<file path="config.mk">
export PLATFORM = sky130hd
export DESIGN_NAME = bcd_display_scanner
export DESIGN_NICKNAME = d
export VERILOG_FILES = /design/src/rtl/bcd_display_pkg.sv /design/src/rtl/bcd_to_7seg.sv /design/src/rtl/bcd_display_scanner.sv
export SDC_FILE = /design/constraint.sdc
export NUM_CORES = 1
export LEC_CHECK = 0
export CAP_MARGIN = 40
export CORE_UTILIZATION = 36
export DETAILED_ROUTE_END_ITERATION = 6
export PLACE_DENSITY = 0.57
export REMOVE_ABC_BUFFERS = 1
export SYNTH_ARGS = -nofsm -noshare
export SYNTH_HDL_FRONTEND = slang
export SYNTH_SLANG_ARGS = --single-unit
</file>
<file path="constraint.sdc">
create_clock -name clk -period 2.2 [get_ports clk]
set_input_delay 0.44 -clock clk [delete_from_list [all_inputs] [get_ports clk]]
set_output_delay 0.44 -clock clk [all_outputs]
set_load 0.05 [all_outputs]
</file>
<file path="src/rtl/bcd_display_pkg.sv">
// Shared digit geometry, scan FSM encoding and 7-segment glyph table
// for the multiplexed BCD display scanner.
package bcd_display_pkg;

   localparam int DIGIT_W = 4;
   localparam int DIGIT_N = 4;
   localparam int IDX_W   = $clog2(DIGIT_N);

   typedef logic [DIGIT_W-1:0] digit_t;
   typedef digit_t [DIGIT_N-1:0] digit_set_t;

   typedef enum logic {
      ST_IDLE = 1'b0,
      ST_SCAN = 1'b1
   } scan_state_t;

   // Segment order is {g,f,e,d,c,b,a}, 1 = lit.
   localparam logic [6:0] SEG_0     = 7'h3F;
   localparam logic [6:0] SEG_1     = 7'h06;
   localparam logic [6:0] SEG_2     = 7'h5B;
   localparam logic [6:0] SEG_3     = 7'h4F;
   localparam logic [6:0] SEG_4     = 7'h66;
   localparam logic [6:0] SEG_5     = 7'h6D;
   localparam logic [6:0] SEG_6     = 7'h7D;
   localparam logic [6:0] SEG_7     = 7'h07;
   localparam logic [6:0] SEG_8     = 7'h7F;
   localparam logic [6:0] SEG_9     = 7'h6F;
   localparam logic [6:0] SEG_E     = 7'h79;
   localparam logic [6:0] SEG_BLANK = 7'h00;

   function automatic logic [6:0] glyph(input digit_t code);
      logic [6:0] g;
      case (code)
         4'd0:    g = SEG_0;
         4'd1:    g = SEG_1;
         4'd2:    g = SEG_2;
         4'd3:    g = SEG_3;
         4'd4:    g = SEG_4;
         4'd5:    g = SEG_5;
         4'd6:    g = SEG_6;
         4'd7:    g = SEG_7;
         4'd8:    g = SEG_8;
         4'd9:    g = SEG_9;
         default: g = SEG_E;
      endcase
      return g;
   endfunction

   function automatic logic any_invalid(input digit_set_t d);
      logic bad;
      bad = 1'b0;
      for (int i = 0; i < DIGIT_N; i++) begin
         if (d[i] > digit_t'(9)) bad = 1'b1;
      end
      return bad;
   endfunction

endpackage

</file>
<file path="src/rtl/bcd_to_7seg.sv">
// Combinational BCD digit to 7-segment decoder; non-decimal codes show 'E',
// and the blank flag forces every segment off.
module bcd_to_7seg
   import bcd_display_pkg::*;
(
   input  digit_t     code,
   input  logic       blank,
   output logic [6:0] seg
);

   always_comb begin
      seg = SEG_BLANK;
      if (!blank) seg = glyph(code);
   end

endmodule

</file>
<file path="src/rtl/bcd_display_scanner.sv">
// Four-digit multiplexed 7-segment scanner with a one-deep shadow register;
// new digit sets are only taken into the display at frame boundaries.
//
//   state   | meaning
//   --------+-------------------------------------------------------------
//   ST_IDLE | nothing shown yet; waits for the first pending digit set
//   ST_SCAN | cycling digits 0..3, SCAN_DIV clocks each; reload at frame end
module bcd_display_scanner
   import bcd_display_pkg::*;
#(
   parameter int unsigned SCAN_DIV   = 1000,
   parameter bit          ACTIVE_LOW = 1'b0
) (
   input  logic         clk,
   input  logic         reset,
   input  logic         bcd_valid,
   output logic         bcd_ready,
   input  logic [3:0]   bcd_0,
   input  logic [3:0]   bcd_1,
   input  logic [3:0]   bcd_2,
   input  logic [3:0]   bcd_3,
   input  logic         blank_lz,
   output logic [6:0]   seg,
   output logic         dp,
   output logic [3:0]   an,
   output logic         bcd_err
);

   localparam int                PRESC_W    = $clog2(SCAN_DIV);
   localparam logic [PRESC_W-1:0] PRESC_LAST = PRESC_W'(SCAN_DIV - 1);
   localparam logic [IDX_W-1:0]   IDX_LAST   = IDX_W'(DIGIT_N - 1);

   scan_state_t        state_q,   state_d;
   logic [IDX_W-1:0]   idx_q,     idx_d;
   logic [PRESC_W-1:0] presc_q,   presc_d;
   logic               pending_q, pending_d;
   logic               ready_q,   ready_d;
   logic               err_q,     err_d;
   digit_set_t         shadow_q,  shadow_d;
   digit_set_t         disp_q,    disp_d;
   logic [6:0]         seg_q,     seg_d;
   logic [3:0]         an_q,      an_d;

   logic               xfer;
   logic               load;
   digit_set_t         bcd_in;
   logic [DIGIT_N-1:0] lz_run;
   logic               blank_cur;
   logic [6:0]         dec_seg;

   assign bcd_in = {bcd_3, bcd_2, bcd_1, bcd_0};
   assign xfer   = bcd_valid & ready_q;

   // lz_run[k]: digit k and every higher digit are zero; digit 0 never blanks.
   always_comb begin
      lz_run = '0;
      lz_run[DIGIT_N-1] = (disp_q[DIGIT_N-1] == '0);
      for (int k = DIGIT_N - 2; k >= 1; k--) begin
         lz_run[k] = lz_run[k+1] & (disp_q[k] == '0);
      end
   end

   assign blank_cur = blank_lz & lz_run[idx_q];

   bcd_to_7seg u_dec (
      .code  (disp_q[idx_q]),
      .blank (blank_cur),
      .seg   (dec_seg)
   );

   always_comb begin
      state_d   = state_q;
      idx_d     = idx_q;
      presc_d   = presc_q;
      pending_d = pending_q;
      shadow_d  = shadow_q;
      disp_d    = disp_q;
      err_d     = err_q;
      load      = 1'b0;

      // A transfer needs ready_q=1, i.e. pending_q=0, so it never races a load.
      if (xfer) begin
         shadow_d  = bcd_in;
         pending_d = 1'b1;
         err_d     = any_invalid(bcd_in);
      end

      case (state_q)
         ST_IDLE: begin
            if (pending_q) load = 1'b1;
         end
         ST_SCAN: begin
            if (presc_q == PRESC_LAST) begin
               presc_d = '0;
               idx_d   = idx_q + IDX_W'(1);
               if ((idx_q == IDX_LAST) && pending_q) load = 1'b1;
            end else begin
               presc_d = presc_q + PRESC_W'(1);
            end
         end
         default: state_d = ST_IDLE;
      endcase

      if (load) begin
         disp_d    = shadow_q;
         pending_d = 1'b0;
         state_d   = ST_SCAN;
         idx_d     = '0;
         presc_d   = '0;
      end

      ready_d = ~pending_d;

      an_d  = 4'b0000;
      seg_d = SEG_BLANK;
      if (state_q == ST_SCAN) begin
         an_d  = 4'b0001 << idx_q;
         seg_d = dec_seg;
      end
   end

   always_ff @(posedge clk or negedge reset) begin
      if (!reset) begin
         state_q   <= ST_IDLE;
         idx_q     <= '0;
         presc_q   <= '0;
         pending_q <= 1'b0;
         ready_q   <= 1'b1;
         err_q     <= 1'b0;
         shadow_q  <= '0;
         disp_q    <= '0;
         seg_q     <= SEG_BLANK;
         an_q      <= 4'b0000;
      end else begin
         state_q   <= state_d;
         idx_q     <= idx_d;
         presc_q   <= presc_d;
         pending_q <= pending_d;
         ready_q   <= ready_d;
         err_q     <= err_d;
         shadow_q  <= shadow_d;
         disp_q    <= disp_d;
         seg_q     <= seg_d;
         an_q      <= an_d;
      end
   end

   assign bcd_ready = ready_q;
   assign bcd_err   = err_q;
   assign seg       = seg_q ^ {7{ACTIVE_LOW}};
   assign an        = an_q ^ {4{ACTIVE_LOW}};
   assign dp        = ACTIVE_LOW;

endmodule

</file>
Yosys cells after proc, flatten, opt, wreduce, memory -nomap -nowiden
Memory sizes are Yosys's and may differ from the RTL's.
Cells that the tools add are included.
- multiplexer cells: 23
- reduce and logical (&&, ||, !) cells: 7
- bitwise logic cells: 6
- equality and inequality tests: 2
- add/subtract/negate cells: 2
- shift operators: 1
- magnitude comparators: 5
- operators with widths (operator ; number):
    two-way mux 10 bit ; 3
    > comparator 4 bit (second input constant) ; 4
    two-way mux 7 bit ; 2
    logical NOT 4 bit ; 3
    adder 10 x 1 -> 10 bit (second input constant) ; 1
    equality test 10 bit (second input constant) ; 1
    two-way mux 1 bit ; 10
    binary-select mux 4 bit (select 2 bit) ; 1
    two-way mux 4 bit ; 2
    two-way mux 2 bit ; 3
    bitwise AND 1 bit ; 4
    nonzero test 2 bit ; 2
    left shift 1 x 2 -> 4 bit (first input constant) ; 1
    < comparator 2 x 3 -> 1 bit (second input constant) ; 1
    adder 2 x 1 -> 2 bit (second input constant) ; 1
    binary-select mux 1 bit (select 2 bit) ; 1
    equality test 2 bit (second input constant) ; 1
    inverter 1 bit ; 2
    one-hot mux 1 bit (2 select lines) ; 1
    AND reduction 2 bit ; 1
    logical AND 1 bit ; 1
- input port bits: 20
- memories: 1
- output and inout bits: 14
- flip-flop bits (word level): 59
- ROM bits: 112
- word-level logic and storage cells: 63
- memory list (memory ; words ; bits a word ; rd ports ; clocked after memory_dff ; write ports ; line ; RTL):
    (name not given) ; 16 ; 7 ; 1 ; 0 ; 0 ; bcd_display_pkg.sv:33 ; case (code)

Logic depth before layout (Yosys ltp)
- word-level depth: 8
- mapped depth: 7
- depth with buffers taken out: 6

Hierarchy
Synthesis repeated with hierarchy kept, for this count alone.
- cell total of the unflattened synthesis: 238
- area total of the unflattened synthesis: 2872.8 um2
- modules (own cells, without submodules) (module ; cells each ; seq. area each (um2) ; instances ; area each (um2)):
    bcd_display_scanner ; 208 ; 1477.7 ; 1 ; 2677.6
    bcd_to_7seg ; 30 ; 0.0 ; 1 ; 195.2

Worst setup path before layout
No wires, ideal clock.
- path kind: reg2reg
- start point: reg idx_q[0]
- end point: reg seg_q[3], in the netlist seg[3]
- required time: 2.061 ns
- arrival time: 1.693 ns
- period minus slack after synthesis: 1.832 ns
- path buffers: 1
- cell stages (with the launch flop): 8
- setup time: 0.139 ns
- setup slack: 0.368 ns
- cells stage by stage: dfrtp_1 -> buf_6 -> mux4_2 -> inv_1 -> ha_1 -> nand2b_1 -> a21oi_1 -> nor3_1
- longest elaborated chain between the ends: 5
- elaborated cells on any way between the ends: 8
- classes of those cells: mux (6); bitwise (1); memory (1)
- RTL lines (what ; line ; RTL):
    start: declaration ; bcd_display_scanner.sv:34 ; logic [IDX_W-1:0] idx_q, idx_d;
    start signal: assignment ; bcd_display_scanner.sv:136 ; idx_q <= idx_d;
    binary-select mux 4 bit (select 2 bit) / binary-select mux 1 bit (select 2 bit) (equally long branches) ; bcd_display_scanner.sv:66, bcd_display_scanner.sv:63 ;
    two-way mux 4 bit (not written as such) / two-way mux 1 bit (equally long branches) ; bcd_display_scanner.sv:66, bcd_display_scanner.sv:63 ;
    memory (16 x 7 bit) / bitwise AND 1 bit (equally long branches) ; - ;
    two-way mux 7 bit * ; bcd_to_7seg.sv:13 ; if (!blank) seg = glyph(code);
    two-way mux 7 bit * ; bcd_display_scanner.sv:116 ; if (state_q == ST_SCAN) begin
    named net seg_d[3] ; bcd_display_scanner.sv:41 ; logic [6:0] seg_q, seg_d;
    end signal: assignment ; bcd_display_scanner.sv:143 ; seg_q <= seg_d;
    end: declaration ; bcd_display_scanner.sv:41 ;
The timed path passes the listed nets; every way through them passes the cells marked *. The select of a mux whose other input is x is not followed.
A chain may end at the register's enable or synchronous reset.

Final worst setup path
- start point: reg ready_q, in the netlist bcd_ready
- end point: out bcd_ready
- RTL lines (what ; line ; RTL):
    start: declaration ; bcd_display_scanner.sv:37 ; logic ready_q, ready_d;
    start signal: assignment ; bcd_display_scanner.sv:139 ; ready_q <= ready_d;
    end: declaration ; bcd_display_scanner.sv:17 ; output logic bcd_ready,
No word-level cell between the ends.

==> impl_metrics.yaml <==
outcome:
  status: "finished clean"
power_and_ir_drop:
  comb_power_share_pct: 31.3
  switchingPower_w: 0.00136
  p_seq_share_pct: 40.5
  ir_worst_vdd_v: 0.000427
  p_int_w: 0.00287
  p_leak_nw: 1.51
  powerDensity_nw_per_um2: 1220
  p_clk_share_pct: 28.2
  switching_share_pct: 32.1
floorplanning:
  dieArea_um2: 8000
  core-area_um2: 7330
  die_x_um: 89.4
  initial_core_util_pct: 37.5
  ioPinCount: 34
  die_h_um: 89.4
  num_rows: 31
global_route:
  grt_max_degree: 60
  antenna_found_initial: 0
  grt_pass1_vias: 1690
  grt_remaining_overflow: 0
  grt_pass1_wl_mm: 8.27
  track_usage_pct: 14.2
placement:
  hpwlAfterDp_mm: 3.40
  gp_congestion: 0.725
  dpl_cell_area_um2: 3230
  port_buffers: 32
  dp.cells: 349
job:
  drv_cap: 0
setup_path:
  rr_worst_depth: 6
  crit_start: "bcd_ready$_DFF_PN1_"
  timing.rr.start: "idx_q[0]$_DFFE_PN0P_"
  r2r_slack_ps: 260
  cp_slowest_cell: "clkdlybuf4s50_1"
  worstPathArrival_ps: 1650
  crit_end: "bcd_ready"
  crit_type: "reg -> out"
  path_delay_family: "buffers and inverters"
  cp-start-kind: "register"
  path_buf_inv: 1
  crit_fanout: 2
  path_cells: "clkdlybuf4s50_1"
  end_kind: "primary output"
  max_stage_delay_ps: 800
  cp_num_cells: 1
  crit_required_ps: 1760
  timing.rr.end: "seg[4]$_DFF_PN0_"
synthesis:
  yosys_warnings: 0
  ys_seq_area_share_pct: 53.7
  syn_inst: 218
  synth_top_area_cell: "dfrtp_1"
  ys_types: 42
  synth_area_leaders: "dfrtp_1 (53%), mux2_2 (7.8%), mux2_4 (5.5%)"
  synth-seq-cells: 59
  avgSynthCellArea_um2: 12.6
  netlist.area_leader.share_pct: 52.7
  syn-cell-area_um2: 2750
clock_tree:
  cts_sinks: 59
  cts_tree: "yes"
  clk_pin_slew_ps: 70
  clockBufferDepth: 2
  clk-insertion-delay-late_ps: 330
  numCtsBuffers: 9
  clockRootBuffer: "clkbuf_8"
  cts_max_level: 3
  post_cts_buffers: 0
drt:
  totalWireLength_mm: 4.78
  viasPerCell: 4.84
  avgRoutedWirePerCell_um: 13.1
  drc_errors: 0
  firstDrtPassIters: 4
  drtAntennaViolNets: 0
  num_vias: 1768
  drtIter0Drc: 37
timing:
  maxSlewHeadroom_pct: 66.8
  fmax_mhz: 478
  fin_skew_ps: 11.2
  fin_crit_sh_pct: 95.0
  slew_viol_final: 0
  min_period_ps: 2090
  worst_pin_slew_ps: 496
  setup_violations: 0
  rsz0062_at_grt: "no"
  hold_viol_final: 0
cells_and_area:
  drive_above_1_share_pct: 23.3
  final_area_um2: 3470
  mostFrequentLayoutCells: "dfrtp_1 (57), clkdlybuf4s50_1 (31), mux2_2 (19)"
  finish.cell_count_without_fillers: 365
  antenna_cells: 0
  mostFrequentLayoutCell: "dfrtp_1"
  area_delta_synth_final_pct: 26.1
  nets: 291
hold_path:
  worst_hold_path_type: "in -> async"
-- synth_stat cells --
library cell and instances:
dfrtp_1 58, nand2b_1 5, mux2_2 19, nor2b_1 4, a21oi_1 6, nand3b_1 1
nand2_2 1, nand4b_1 1, nor4_1 5, o31ai_1 1, o21ai_1 1, dfstp_2 1
and2_1 3, nor3_1 10, and4b_1 1, clkbuf_1 4, xnor2_1 4, ha_1 10
nor2_1 9, mux4_2 4, o41ai_1 1, mux2i_1 1, nand3_1 3, nand4b_2 1
mux2_1 4, buf_2 1, or3_1 3, inv_1 9, nor2b_4 1, a41oi_1 1
nand2_1 9, buf_4 1, conb_1 1, o211ai_1 1, o41ai_2 1, o21ai_0 15
nor3b_1 1, a21o_1 2, mux2_4 10, o2111ai_1 1, o22a_1 1, buf_6 2
-- cell type report --
cell class	instances	area (µm²)
multi-input cells	142	1190
clock buffers	12	145
well taps	99	124
inverters	9	33.8
flip-flops and latches	59	1480
repair buffers	40	400
fillers	676	3860
clock inverters	4	97.6
-- repair_timing --
action / CTS / global route
resized for setup: 0 / 1
setup endpoints to repair: 0 / 1
hold buffers: 0 / 0
-- cells by family after synthesis --
group           count (synthesis)  synth area share [%]
flops                          59                  53.7
simple gates                   58                  11.9
mux                            38                  18.5
compound gates                 31                  6.95
buf+inv                        17                  3.05
fa+ha+maj                      10                  4.55
xor+xnor                        4                  1.27
other cells                     1                 0.136
-- stage by stage --
| step | worst slack [ps] | TNS [ps] | power (W) | utilization, % | hold WS [ps] |
|---|---|---|---|---|---|
| after floorplan | -10.2 | -10.2 | 0.00265 | - | 144 |
| after global placement | 230 | 0 | 0.00305 | 44.0 | 467 |
| after detailed placement | 162 | 0 | 0.00308 | 44.0 | 465 |
| after CTS | 77.0 | 0 | 0.00430 | 47.3 | 96.1 |
| after global routing | 61.2 | 0 | 0.00451 | 47.3 | 115 |
| final | 110 | 0 | 0.00423 | 47.3 | 107 |
-- routing by layer --
layer	global-route usage (%)	wire length (µm)	share of wire [%]
met5	0	0	0
met4	7.50	43	0.90
met3	5.17	266	5.6
met2	20.7	2180	46
met1	18.5	2290	48
-- registers in the layout, summed over array words and instances (netlist names) --
signal     count
idx_q          2
shadow_q      16
bcd_ready      1
bcd_err        1
seg            7
presc_q       10
state_q        1
an             4
disp_q        16
pending_q      1
-- worst min path at each step --
stage                     slack, ps                     end  cells past startpoint                start
final                           110  presc_q[8]$_DFFE_PN0P_                      2                reset
after global routing            110     bcd_err$_DFFE_PN0P_                      2                reset
after CTS                       100     bcd_err$_DFFE_PN0P_                      2                reset
after detailed placement        460     bcd_err$_DFFE_PN0P_                      1  bcd_err$_DFFE_PN0P_
after global placement          470     bcd_err$_DFFE_PN0P_                      2                reset
after floorplan                 140         an[0]$_DFF_PN0_                      0                reset
-- power by group through the flow --
stage | logic, W | registers [W] | clock network [W]
after floorplan | 0.000694 | 0.00195 | 0
after CTS | 0.00134 | 0.00172 | 0.00124
after global routing | 0.00146 | 0.00177 | 0.00128
after global placement | 0.00132 | 0.00173 | 0
final | 0.00132 | 0.00171 | 0.00119
after detailed placement | 0.00134 | 0.00174 | 0
No activity file was read; power rests on OpenSTA's default activity.
